## config.mk

```make
export PLATFORM = sky130hd
export DESIGN_NAME = conv_seq_unit
export DESIGN_NICKNAME = d
export VERILOG_FILES = /design/src/rtl/conv_pkg.sv /design/src/rtl/ofs_divider.sv /design/src/rtl/conv_seq_unit.sv
export SDC_FILE = /design/constraint.sdc
export NUM_CORES = 1
export LEC_CHECK = 0
export ABC_AREA = 0
export BUFFER_PORTS_ARGS = -buffer_cell sky130_fd_sc_hd__buf_2
export CELL_PAD_IN_SITES_DETAIL_PLACEMENT = 1
export CELL_PAD_IN_SITES_GLOBAL_PLACEMENT = 1
export CORE_ASPECT_RATIO = 1.2
export CORE_MARGIN = 4
export CORE_UTILIZATION = 35
export DETAILED_ROUTE_END_ITERATION = 10
export HOLD_SLACK_MARGIN = 0.15
export PLACE_DENSITY_LB_ADDON = 0.1
export SETUP_SLACK_MARGIN = 0.3
export SYNTH_ARGS = -nofsm -noshare
export SYNTH_HDL_FRONTEND = slang
export SYNTH_SLANG_ARGS = --single-unit
```

## constraint.sdc

```tcl
create_clock -name clk -period 16.4 [get_ports clk]
set_clock_uncertainty 0.1 [all_clocks]
set_input_delay 0.82 -clock clk [delete_from_list [all_inputs] [get_ports clk]]
set_output_delay 0.82 -clock clk [all_outputs]
set_load 0.05 [all_outputs]
```

## src/rtl/conv_pkg.sv

```systemverilog
// conv_pkg: shared FSM encoding and default widths for the convolution sequencer
package conv_pkg;
    localparam int TW = 8;
    localparam int KW = 4;
    localparam int CW = 8;
    localparam int SW = 2;
    localparam int AW = 16;
    typedef enum logic [3:0] {
        IDLE = 4'b0001,
        CALC = 4'b0010,
        RUN  = 4'b0100,
        DONE = 4'b1000
    } state_t;
endpackage

```

## src/rtl/ofs_divider.sv

```systemverilog
// ofs_divider: restoring-free repeated-subtraction divider, one step per enabled cycle
module ofs_divider #(
    parameter int TW = conv_pkg::TW,
    parameter int SW = conv_pkg::SW
) (
    input  logic          clk,
    input  logic          rstn,
    input  logic          en,
    input  logic          start,
    input  logic [TW-1:0] dividend,
    input  logic [SW-1:0] divisor,
    output logic          done,
    output logic [TW-1:0] quotient
);
    logic [TW-1:0] rem;
    logic [SW-1:0] dvs;
    logic          active;
    assign done = active && (rem < TW'(dvs));
    // subtract the divisor each enabled cycle until the remainder falls below it
    always_ff @(posedge clk or negedge rstn) begin
        if (!rstn) begin
            rem      <= '0;
            dvs      <= '0;
            quotient <= '0;
            active   <= 1'b0;
        end else if (en) begin
            if (start) begin
                rem      <= dividend;
                dvs      <= divisor;
                quotient <= '0;
                active   <= 1'b1;
            end else if (done) begin
                active   <= 1'b0;
            end else if (active) begin
                rem      <= rem - TW'(dvs);
                quotient <= quotient + 1'b1;
            end
        end
    end
endmodule

```

## src/rtl/conv_seq_unit.sv

```systemverilog
// conv_seq_unit: im2col read-address sequencer for a strided square convolution
module conv_seq_unit #(
    parameter int TW = conv_pkg::TW,
    parameter int KW = conv_pkg::KW,
    parameter int CW = conv_pkg::CW,
    parameter int SW = conv_pkg::SW,
    parameter int AW = conv_pkg::AW
) (
    input  logic          clk,
    input  logic          rstn,
    input  logic          enable,
    input  logic          start_conv,
    input  logic [TW-1:0] tensor_size,
    input  logic [KW-1:0] kernel_size,
    input  logic [CW-1:0] channels,
    input  logic [SW-1:0] stride,
    output logic          rd_valid,
    input  logic          rd_ready,
    output logic [AW-1:0] rd_addr,
    output logic          rd_last,
    output logic          n_para_done,
    output logic [TW-1:0] n_ofs,
    output logic          w_done,
    output logic          busy,
    output logic          cfg_err
);
    import conv_pkg::*;
    state_t        state;
    logic          start_q;
    logic [TW-1:0] t_r, ox, oy, ox_n, oy_n, quotient;
    logic [KW-1:0] k_r, kx, ky, kx_n, ky_n;
    logic [CW-1:0] c_r, ch, ch_n;
    logic [SW-1:0] s_r;
    logic [AW-1:0] addr_n;
    logic          start_edge, cfg_bad, div_start, div_done;
    logic          kx_l, ky_l, ch_l, ox_l, oy_l, fin, last_n;
    assign start_edge = start_conv && !start_q;
    assign cfg_bad    = (kernel_size == '0) || (stride == '0) || (channels == '0) ||
                        (TW'(kernel_size) > tensor_size);
    assign div_start  = (state == IDLE) && start_edge && !cfg_bad;
    ofs_divider #(.TW(TW), .SW(SW)) u_div (
        .clk      (clk),
        .rstn     (rstn),
        .en       (enable),
        .start    (div_start),
        .dividend (tensor_size - TW'(kernel_size)),
        .divisor  (stride),
        .done     (div_done),
        .quotient (quotient)
    );
    // next loop-nest position (kx innermost, oy outermost) and its address
    always_comb begin
        kx_l   = kx == k_r - 1'b1;
        ky_l   = ky == k_r - 1'b1;
        ch_l   = ch == c_r - 1'b1;
        ox_l   = ox == n_ofs;
        oy_l   = oy == n_ofs;
        fin    = kx_l && ky_l && ch_l && ox_l && oy_l;
        kx_n   = kx_l ? '0 : kx + 1'b1;
        ky_n   = !kx_l ? ky : ky_l ? '0 : ky + 1'b1;
        ch_n   = !(kx_l && ky_l) ? ch : ch_l ? '0 : ch + 1'b1;
        ox_n   = !(kx_l && ky_l && ch_l) ? ox : ox_l ? '0 : ox + 1'b1;
        oy_n   = !(kx_l && ky_l && ch_l && ox_l) ? oy : oy + 1'b1;
        last_n = (ch_n == c_r - 1'b1) && (ky_n == k_r - 1'b1) && (kx_n == k_r - 1'b1);
        addr_n = (AW'(ch_n) * AW'(t_r) + AW'(oy_n) * AW'(s_r) + AW'(ky_n)) * AW'(t_r)
               + AW'(ox_n) * AW'(s_r) + AW'(kx_n);
    end
    // sequencer FSM with registered outputs; everything holds while enable is low
    always_ff @(posedge clk or negedge rstn) begin
        if (!rstn) begin
            state       <= IDLE;
            start_q     <= 1'b0;
            t_r         <= '0;
            k_r         <= '0;
            c_r         <= '0;
            s_r         <= '0;
            ox          <= '0;
            oy          <= '0;
            kx          <= '0;
            ky          <= '0;
            ch          <= '0;
            rd_valid    <= 1'b0;
            rd_addr     <= '0;
            rd_last     <= 1'b0;
            n_para_done <= 1'b0;
            n_ofs       <= '0;
            w_done      <= 1'b0;
            busy        <= 1'b0;
            cfg_err     <= 1'b0;
        end else if (enable) begin
            start_q     <= start_conv;
            n_para_done <= 1'b0;
            w_done      <= 1'b0;
            cfg_err     <= 1'b0;
            case (state)
                IDLE: if (start_edge) begin
                    t_r     <= tensor_size;
                    k_r     <= kernel_size;
                    c_r     <= channels;
                    s_r     <= stride;
                    ox      <= '0;
                    oy      <= '0;
                    kx      <= '0;
                    ky      <= '0;
                    ch      <= '0;
                    busy    <= 1'b1;
                    cfg_err <= cfg_bad;
                    state   <= cfg_bad ? DONE : CALC;
                end
                CALC: if (!start_conv) begin
                    busy  <= 1'b0;
                    state <= IDLE;
                end else if (n_para_done) begin
                    rd_valid <= 1'b1;
                    rd_addr  <= '0;
                    rd_last  <= (c_r == CW'(1)) && (k_r == KW'(1));
                    state    <= RUN;
                end else if (div_done) begin
                    n_ofs       <= quotient;
                    n_para_done <= 1'b1;
                end
                RUN: if (!start_conv) begin
                    rd_valid <= 1'b0;
                    rd_last  <= 1'b0;
                    busy     <= 1'b0;
                    state    <= IDLE;
                end else if (rd_valid && rd_ready) begin
                    if (fin) begin
                        rd_valid <= 1'b0;
                        rd_last  <= 1'b0;
                        state    <= DONE;
                    end else begin
                        kx      <= kx_n;
                        ky      <= ky_n;
                        ch      <= ch_n;
                        ox      <= ox_n;
                        oy      <= oy_n;
                        rd_addr <= addr_n;
                        rd_last <= last_n;
                    end
                end
                DONE: begin
                    w_done <= 1'b1;
                    busy   <= 1'b0;
                    state  <= IDLE;
                end
                default: state <= IDLE;
            endcase
        end
    end
endmodule

```

# ---- Yosys cells after proc, flatten, opt, wreduce, memory -nomap -nowiden
# Cells that the tools add are included.
dict set report word_totals {
  regBits 108
  out_inout_bits 30
  wordCells 180
}
dict set report classes {
  add_sub_neg 14
  mul 4
  magnitude_cmp 2
  n_eq_ne 25
  mux 74
  bitwise 1
  reduce_logical 37
}
# op count
set ops {}
lappend ops {{8-bit two-way mux} 21}
lappend ops {{16-bit two-way mux} 5}
lappend ops {{4-bit two-way mux} 17}
lappend ops {{8-bit case mux with 2 select lines} 3}
lappend ops {{16-bit by 10-bit adder with 16-bit output} 2}
lappend ops {{16-bit by 4-bit adder with 16-bit output} 2}
lappend ops {{8-bit by 1-bit adder with 8-bit output (second input constant)} 4}
lappend ops {{8-bit equality test} 4}
lappend ops {{16-bit case mux with 2 select lines} 1}
lappend ops {{1-bit two-way mux} 21}
lappend ops {{8-bit by 2-bit multiplier with 10-bit output} 2}
lappend ops {{4-bit equality test} 4}
lappend ops {{16-bit by 8-bit multiplier with 16-bit output} 1}
lappend ops {{8-bit by 8-bit multiplier with 16-bit output} 1}
lappend ops {{2-bit != test (second input constant)} 8}
lappend ops {{4-bit case mux with 2 select lines} 2}
lappend ops {{5-bit AND reduction} 3}
lappend ops {{1-bit logical AND} 12}
lappend ops {{4-bit case mux with 3 select lines} 1}
lappend ops {{6-bit AND reduction} 2}
lappend ops {{3-bit != test (second input constant)} 3}
lappend ops {{4-bit by 1-bit adder with 4-bit output (second input constant)} 2}
lappend ops {{4-bit by 1-bit equality test with 1-bit output (second input constant)} 2}
lappend ops {{8-bit by 1-bit equality test with 1-bit output (second input constant)} 1}
lappend ops {{other kinds (24)} 33}

# ---- Longest topological paths before layout
# Gate-level depths: netlist (run 1).
dict set report logic_depth {
  word_depth 16
  depth_mapped 48
}

# ---- Hierarchy
# Synthesis (run 1) repeated with hierarchy kept, for this count alone.
dict set report unflattened {
  cells_unflattened 1538
  hier_area_um2 13584.3
}
# mod instances cells_each area_per_inst_um2 seq_area_each_um2
set modules_own_cells {}
lappend modules_own_cells {conv_seq_unit 1 1421 12483.2 2228.4}
lappend modules_own_cells {ofs_divider 1 117 1101.1 475.5}

# ---- Least setup slack after synthesis (run 1)
# Ideal clock, no wire load.
dict set report synth_timing {
  kind {register to register}
  start {reg c_r[2]}
  end {reg rd_addr[15]}
  setup_time_ps 95
  t_arrival_ps 11523
  required_time_ps 16205
  setup_slack_ps 4681
  stages_incl_launch_ff 45
  n_path_buf 2
  cell_sequence {dfrtp_1 -> buf_2 -> or3_1 -> nor3b_2 -> xor3_1 -> nor4_4 -> and2_1 -> clkbuf_1 -> nand4_1 -> nor2_1 -> xnor2_1 -> nor2b_1 -> fa_1 -> inv_1 -> fa_1 -> fa_1 -> fa_1 -> fa_1 -> [9 not listed] -> fa_1 -> fa_1 -> inv_1 -> fa_1 -> inv_1 -> fa_1 -> fa_1 -> xnor2_1 -> xnor2_1 -> xnor2_1 -> xnor2_1 -> xnor2_1 -> xnor3_1 -> xor2_1 -> xnor3_1 -> xnor2_1 -> xnor2_1 -> o31ai_1}
}
dict set report synth_via {
  elab_chain_cells 15
}
# item line
set synth_lines {}
lappend synth_lines {{from (decl)} conv_seq_unit.sv:32} ;# logic [CW-1:0] c_r, ch, ch_n;
lappend synth_lines {{from (signal assigned)} conv_seq_unit.sv:99} ;# c_r <= channels;
lappend synth_lines {{8-bit by 1-bit subtractor with 8-bit output *} conv_seq_unit.sv:55} ;# ch_l = ch == c_r - 1'b1;
lappend synth_lines {{8-bit equality test *} conv_seq_unit.sv:55}
lappend synth_lines {{1-bit logical AND} {conv_seq_unit.sv:58, conv_seq_unit.sv:62, conv_seq_unit.sv:63}}
lappend synth_lines {{1-bit logical AND} {conv_seq_unit.sv:58, conv_seq_unit.sv:63}}
lappend synth_lines {{8-bit two-way mux} conv_seq_unit.sv:63} ;# oy_n = !(kx_l && ky_l && ch_l && ox_l) ? oy : oy + 1'b1;
lappend synth_lines {{8-bit by 2-bit multiplier with 10-bit output} conv_seq_unit.sv:65} ;# addr_n = (AW'(ch_n) * AW'(t_r) + AW'(oy_n) * AW'(s_r) + AW'(ky_n)) * AW'(t_r)
lappend synth_lines {{16-bit by 10-bit adder with 16-bit output} conv_seq_unit.sv:65}
lappend synth_lines {{16-bit by 4-bit adder with 16-bit output} conv_seq_unit.sv:65}
lappend synth_lines {{16-bit by 8-bit multiplier with 16-bit output} conv_seq_unit.sv:65}
lappend synth_lines {{16-bit by 10-bit adder with 16-bit output} conv_seq_unit.sv:66} ;# + AW'(ox_n) * AW'(s_r) + AW'(kx_n);
lappend synth_lines {{16-bit by 4-bit adder with 16-bit output} conv_seq_unit.sv:66}
lappend synth_lines {{16-bit two-way mux} conv_seq_unit.sv:128} ;# if (fin) begin
lappend synth_lines {{16-bit two-way mux} conv_seq_unit.sv:127} ;# end else if (rd_valid && rd_ready) begin
lappend synth_lines {{16-bit two-way mux} conv_seq_unit.sv:122} ;# RUN: if (!start_conv) begin
lappend synth_lines {{16-bit case mux with 2 select lines} conv_seq_unit.sv:95} ;# case (state)
lappend synth_lines {{to (signal assigned)} conv_seq_unit.sv:138} ;# rd_addr <= addr_n;
lappend synth_lines {{to (decl)} conv_seq_unit.sv:19} ;# output logic [AW-1:0] rd_addr,
# Every way passes the cells marked *; elsewhere a longest branch is shown, timed or not. The select of a mux whose other input is x is not followed.
# A chain may end at the register's enable or synchronous reset.

# ---- Worst setup path after layout (run 1)
dict set report layout_timing {
  start {reg k_r[0]}
  end {reg rd_addr[15]}
}
dict set report layout_via {
  elab_chain_cells 16
}
# item line
set layout_lines {}
lappend layout_lines {{from (decl)} conv_seq_unit.sv:31} ;# logic [KW-1:0] k_r, kx, ky, kx_n, ky_n;
lappend layout_lines {{from (signal assigned)} conv_seq_unit.sv:98} ;# k_r <= kernel_size;
lappend layout_lines {{4-bit by 1-bit subtractor with 4-bit output *} {conv_seq_unit.sv:53, conv_seq_unit.sv:54}}
lappend layout_lines {{4-bit equality test (on tied branches)} {conv_seq_unit.sv:53, conv_seq_unit.sv:54}}
lappend layout_lines {{1-bit logical AND} n/a}
lappend layout_lines {{1-bit logical AND} {conv_seq_unit.sv:58, conv_seq_unit.sv:62, conv_seq_unit.sv:63}}
lappend layout_lines {{1-bit logical AND} {conv_seq_unit.sv:58, conv_seq_unit.sv:63}}
lappend layout_lines {{8-bit two-way mux} conv_seq_unit.sv:63}
lappend layout_lines {{8-bit by 2-bit multiplier with 10-bit output} conv_seq_unit.sv:65}
lappend layout_lines {{16-bit by 10-bit adder with 16-bit output} conv_seq_unit.sv:65}
lappend layout_lines {{16-bit by 4-bit adder with 16-bit output} conv_seq_unit.sv:65}
lappend layout_lines {{16-bit by 8-bit multiplier with 16-bit output} conv_seq_unit.sv:65}
lappend layout_lines {{16-bit by 10-bit adder with 16-bit output} conv_seq_unit.sv:66}
lappend layout_lines {{16-bit by 4-bit adder with 16-bit output} conv_seq_unit.sv:66}
lappend layout_lines {{16-bit two-way mux} conv_seq_unit.sv:128}
lappend layout_lines {{16-bit two-way mux} conv_seq_unit.sv:127}
lappend layout_lines {{16-bit two-way mux} conv_seq_unit.sv:122}
lappend layout_lines {{16-bit case mux with 2 select lines} conv_seq_unit.sv:95}
# Marked as above.

==> reports/metrics.yaml, run 1 <==
status: "complete, no violations"
switching_share_pct: 43.8
grt_pass1_wl_um: 60800
synth_edf_count: 0
worstRegToRegCells: 45
ys_ff_latch: 108
antenna_found_initial: 0
hold_class: "reg2reg"
first_pass_iters: 6
fmax_ghz: 0.0775
drtAntennaViolNets: 0
final_nets: 1823
drcViolationCount: 0
hold-path-cell-count: 2
worstSetupPathType: "reg2reg"
synth.avg_cell_area_um2: 8.73
p_leak_nw: 7.02
initial_core_util_pct: 35.6
gp_congestion: 0.809
period_minus_slack_ps: 12900
cpMostUsedCell: "fa_1"
synth_top_cell_area_share_pct: 20.3
ir_drop_mv: 0.0967
grt_pass1_vias: 11199
finalSetupViolCount: 0
synth_ff_type: "dfrtp_1"
regToRegStartpoint: "k_r[0]"
maxCapViolations: 0
setup_tns_ps: 0
syn_to_final_growth_pct: 8.43
wl_per_cell_um: 18.0
cts_hold_buf: 0
synth_fa_ha_area_share_pct: 31.7
root_buffer: "clkbuf_16"
slew_violations: 0
cp-start-kind: "register"
drive_above_1_share_pct: 7.69
drt-initial-drc-count: 367
worst_pin_slew_ps: 1170
synthSimpleGateAreaFrac_pct: 20.6
synthXorXnorAreaFrac_pct: 8.13
h-tree-depth: 3
p_clk_share_pct: 22.8
hp-start: "rd_addr[15]"
rows: 77
r2r_end: "rd_addr[15]"
syn_area_mm2: 0.0132
overflow: 0
async_flop_share_pct: 100
port_buffers: 56
place_hpwl_um: 29500
hold_violations: 0
postCtsSetupBuffers: 0
final_common_cell: "inv_1"
synth_area_leaders: "fa_1 (20%), dfrtp_1 (20%), ha_1 (11%)"
p_seq_share_pct: 37.3
ios: 57
num_antenna_cells: 0
yosysSeqAreaShare_pct: 20.5
syn_nets: 1793
max-clock-path-buffers: 2
grt_max_degree: 68
setup_slack_ps: 3500
drt-total-wl_um: 36400
clkSinkCount: 108
dr_total_vias: 10087
cts_resized: 0
nFillCells: 4396
min_period_over_period_pct: 78.7
fp.coreArea_mm2: 0.0371
path_max_fanout: 12
critPathRequiredTime_ps: 16550
path_clk_slew_ps: 90
yosysUniqueCellTypes: 71
rsz0062_at_grt: "no"
setup.worst_path.end_class: "register"
p_switching_uw: 475
cts_tree: "done"
die_h_um: 221
synth_warnings: 0
die_area_mm2: 0.0409
cts_made_buffers: 9
slowest_delay_ps: 650
track_usage_pct: 18.9
hold_end: "rd_addr[15]"
cp.arrival_ps: 13050
mostFrequentLayoutCells: "inv_1 (232), nand2_1 (197), fa_1 (134)"
max_slew_margin_pct: 21.6
pre_cts_ws_ps: 3410
routed_via_density: 4.99
r2r_slack_ps: 3500
internal_power_uw: 610
yosysTopAreaCell: "fa_1"
synth-compound-area-share_pct: 9.53
power.density_mw_per_mm2: 75.8
startpoint: "k_r[0]"
synth_top_family_by_area: "adder cells"
pwr-share-comb_pct: 39.9
worst_path_max_delay_cell: "nor4_4"
chipWidth_um: 185
clock_latency_ps: 390
synth_cells: 1512
muxShareOfSynthArea_pct: 1.32
flip-flops by register name, indices dropped and copies added, names as in the netlist, 2 cells and up:
name            cells
rd_addr            16
c_r                 8
ch                  8
n_ofs               8
ox                  8
oy                  8
t_r                 8
u_div.quotient      8
u_div.rem           8
k_r                 4
kx                  4
ky                  4
state               4
s_r                 2
u_div.dvs           2
routing by layer:
metal | vias up | GRT usage (%) | routed length, µm
met4 | 0 | 4.97 | 602
li1 | 4913 | - | -
met2 | 84 | 34.0 | 18700
met1 | 5061 | 24.2 | 16500
met5 | - | 0 | 0
met3 | 29 | 2.12 | 589
worst max-delay path, delay by kind of cell, from the launching register on:
| family | cells | cell delay, ps |
|---|---|---|
| fa+ha+maj | 12 | 5410 |
| xor+xnor | 13 | 2670 |
| simple gates | 9 | 2330 |
| buf+inv | 5 | 290 |
| flops | 1 | 480 |
| compound gates | 6 | 1460 |
cell type report:
type	count	area, µm²	area share, %
Timing Repair Buffer	73	410	2.87
Clock buffer	9	225	1.57
Tap cell	474	593	4.14
Multi-Input combinational cell	1118	9410	65.8
Inverter	232	871	6.09
Sequential cell	108	2700	18.9
Clock inverter	7	92.6	0.647
worst max path at each step:
stage	slack, ps	end	cells past startpoint
6_report	3500	rd_addr[15]	45
5_1_grt	2370	rd_addr[15]	45
4_1_cts	3390	rd_addr[15]	45
3_5_place_dp	3410	rd_addr[15]	45
3_3_place_gp	3680	rd_addr[15]	45
2_1_floorplan	4680	rd_addr[15]	44
through the flow:
step / util, % / instance area, µm² / std cells / total power, mW / hold WS (ps)
floorplan: - / 13200 / 1512 / 0.702 / 372
global placement: 37.7 / 14000 / 2005 / 0.844 / 358
detailed placement: 37.7 / 14000 / 2005 / 0.854 / 360
global route: 38.6 / 14300 / 2021 / 1.18 / 411
finish: 38.6 / 14300 / 2021 / 1.09 / 377
CTS: 38.6 / 14300 / 2021 / 1.11 / 383
synthesized netlist by cell type (all sizes together) (3+ instances only):
library cell  count
o31ai            26
mux2i             5
buf               8
or3               7
o2111ai           4
inv             232
a21o             12
nor3             21
and2             80
ha              120
fa              134
xor2             34
mux2             11
nand2           198
or2               5
clkbuf           46
xor3              3
nor3b             3
nand3            38
a21oi            37
a31oi             3
o21bai            3
o21a              3
nand3b            6
o21ai            81
xnor3             4
nor2b            49
nor2             68
nor4              7
nand2b           15
dfrtp           107
a211oi            8
o31a              4
o22ai             3
xnor2            70
nand4            13
and3             17
cells by family (layout without fill, tap and decap cells):
family | Yosys count | after routing
compound gates | 200 | 200
xor+xnor | 111 | 111
fa+ha+maj | 254 | 254
buf+inv | 286 | 321
flops | 108 | 108
mux | 16 | 16
simple gates | 537 | 537
power by group through the flow:
stage               registers, mW  clock network (mW)  logic [mW]
finish                      0.405               0.247       0.433
global route                0.418               0.266       0.493
CTS                         0.407               0.260       0.443
detailed placement          0.412                   0       0.442
global placement            0.409                   0       0.435
floorplan                   0.374                   0       0.329
(Power assumes the default switching activity.)
==> run 2, diff against run 1 <==
- clock period: 16.4 -> 13.25 ns (I/O delays scaled with it)
==> reports/metrics.yaml, run 2 (synthesis results as in run 1) <==
cpMostUsedCell: "fa_1"  # unchanged
max-clock-path-buffers: 2  # unchanged
h-tree-depth: 3  # unchanged
track_usage_pct: 19.1  # was 18.9%
stdcell_count: 2032  # was 2021
status: "complete, no violations"  # unchanged
hold-path-cell-count: 2  # unchanged
pre_cts_ws_ps: 417  # was 3410 ps
overflow: 0  # unchanged
setup_slack_ps: 1100  # was 3500 ps
power.density_mw_per_mm2: 94.3  # was 75.8 mW/mm²
setup.worst_path.end_class: "register"  # unchanged
root_buffer: "clkbuf_16"  # unchanged
drt-initial-drc-count: 236  # was 367
critPathRequiredTime_ps: 13400  # was 16550 ps
slowest_delay_ps: 530  # was 650 ps
chipWidth_um: 185  # unchanged
min_period_over_period_pct: 91.7  # was 78.7%
p_leak_nw: 7.09  # was 7.02 nW
clock_latency_ps: 400  # was 390 ps
gp_congestion: 0.825  # was 0.809
hold_end: "rd_addr[12]"  # was rd_addr[15]
drtAntennaViolNets: 0  # unchanged
syn_to_final_growth_pct: 9.53  # was 8.43%
rsz0062_at_grt: "no"  # unchanged
cp.arrival_ps: 12300  # was 13050 ps
final_util_pct: 39.0  # was 38.6%
period_minus_slack_ps: 12150  # was 12900 ps
finalPower_mw: 1.36  # was 1.09 mW
cts_tree: "done"  # unchanged
worst_path_max_delay_cell: "fa_1"  # was nor4_4
r2r_slack_ps: 1100  # was 3500 ps
drt-total-wl_um: 37000  # was 36400 µm
regMostFlops: "rd_addr"  # unchanged
drive_above_1_share_pct: 8.86  # was 7.69%
path_clk_slew_ps: 100  # was 90 ps
nFillCells: 4365  # was 4396
drcViolationCount: 0  # unchanged
seqCellArea_mm2: 0.00271  # was 0.00270 mm²
hold_violations: 0  # unchanged
die_area_mm2: 0.0409  # unchanged
die_h_um: 221  # unchanged
port_buffers: 56  # unchanged
cts_made_buffers: 9  # unchanged
clkSinkCount: 108  # unchanged
worstRegToRegCells: 44  # was 45
antenna_found_initial: 0  # unchanged
regToRegStartpoint: "c_r[3]"  # was k_r[0]
final_nets: 1833  # was 1823
fmax_ghz: 0.0823  # was 0.0775 GHz
ir_drop_mv: 0.0838  # was 0.0967 mV
worstSetupPathType: "reg2reg"  # unchanged
multi_input_area_mm2: 0.00949  # was 0.00941 mm²
first_pass_iters: 4  # was 6
worst_pin_slew_ps: 1180  # was 1170 ps
mostFrequentLayoutCells: "inv_1 (232), nand2_1 (197), fa_1 (134)"  # unchanged
wl_per_cell_um: 18.2  # was 18.0 µm
fp.coreArea_mm2: 0.0371  # unchanged
path_max_fanout: 10  # was 12
rows: 77  # unchanged
grt_pass1_vias: 11099  # was 11199
ios: 57  # unchanged
place_hpwl_um: 29900  # was 29500 µm
finalSetupViolCount: 0  # unchanged
largest_reg_flops: 16  # unchanged
slew_violations: 0  # unchanged
routed_via_density: 4.99  # about the same
max_slew_margin_pct: 20.8  # was 21.6%
dr_total_vias: 10135  # was 10087
maxCapViolations: 0  # unchanged
hold_class: "reg2reg"  # unchanged
setup_tns_ps: 0  # unchanged
placed_cells: 2008  # was 2005
r2r_end: "rd_addr[15]"  # unchanged
grt_pass1_wl_um: 61500  # was 60800 µm
final_common_cell: "inv_1"  # unchanged
grt_max_degree: 72  # was 68
hp-start: "rd_addr[12]"  # was rd_addr[15]
cp-start-kind: "register"  # unchanged
initial_core_util_pct: 35.6  # unchanged
-- run 2: changes by cell type in the layout (fill, tap and decap cells not counted), sizes merged --
cell,previous run,this run
buf,73,82
bufinv,1,0
diode,0,1
dlygate4sd3,0,1
inv,236,237
-- run 2: where the power goes --
part,internal (mW),switching (mW)
registers,0.391,0.107
clock network,0.136,0.158
logic,0.220,0.349
total,0.748,0.615
-- run 2: how the worst max path moves through the flow --
stage / start / to / depth (start not counted)
2_1_floorplan: c_r[2] / rd_addr[15] / 44
5_1_grt: c_r[3] / rd_addr[15] / 44
3_3_place_gp: k_r[0] / rd_addr[15] / 45
3_5_place_dp: k_r[0] / rd_addr[15] / 45
6_report: c_r[3] / rd_addr[15] / 44
4_1_cts: k_r[0] / rd_addr[15] / 45
-- run 2: layer usage --
layer / routed length [µm] / GRT usage [%]
met1: 17000 / 25.0
met2: 18700 / 33.6
met3: 686 / 2.55
met4: 546 / 4.43
met5: 0 / 0
-- run 2: timing repair --
item,CTS,global route
gates resized for setup,0,16
buffers inserted,0,6
hold endpoints to repair,14,0
setup endpoints to repair,0,1
hold buffers,1,0
-- run 2: layout make-up --
class	instances	area share (%)
sequential	108	18.7
multi-input combinational	1118	65.6
inverter	232	6.02
tap	474	4.10
antenna	1	0.0173
clock buffer	9	1.56
clock inverter	7	0.580
timing repair buffer	83	3.38
-- run 2: metrics by stage --
| step | cell area (µm²) | hold WS, ps |
|---|---|---|
| 2_1_floorplan | 13200 | 267 |
| 3_3_place_gp | 14000 | 354 |
| 3_5_place_dp | 14000 | 363 |
| 4_1_cts | 14300 | 354 |
| 5_1_grt | 14500 | 367 |
| 6_report | 14500 | 380 |
-- run 2: worst max-delay path: cells and delay by family (launching register included) --
family,cells,cell delay (ps)
simple gates,9,2050
xor+xnor,13,2640
flops,1,460
buf+inv,5,410
compound gates,6,1180
fa+ha+maj,11,5180
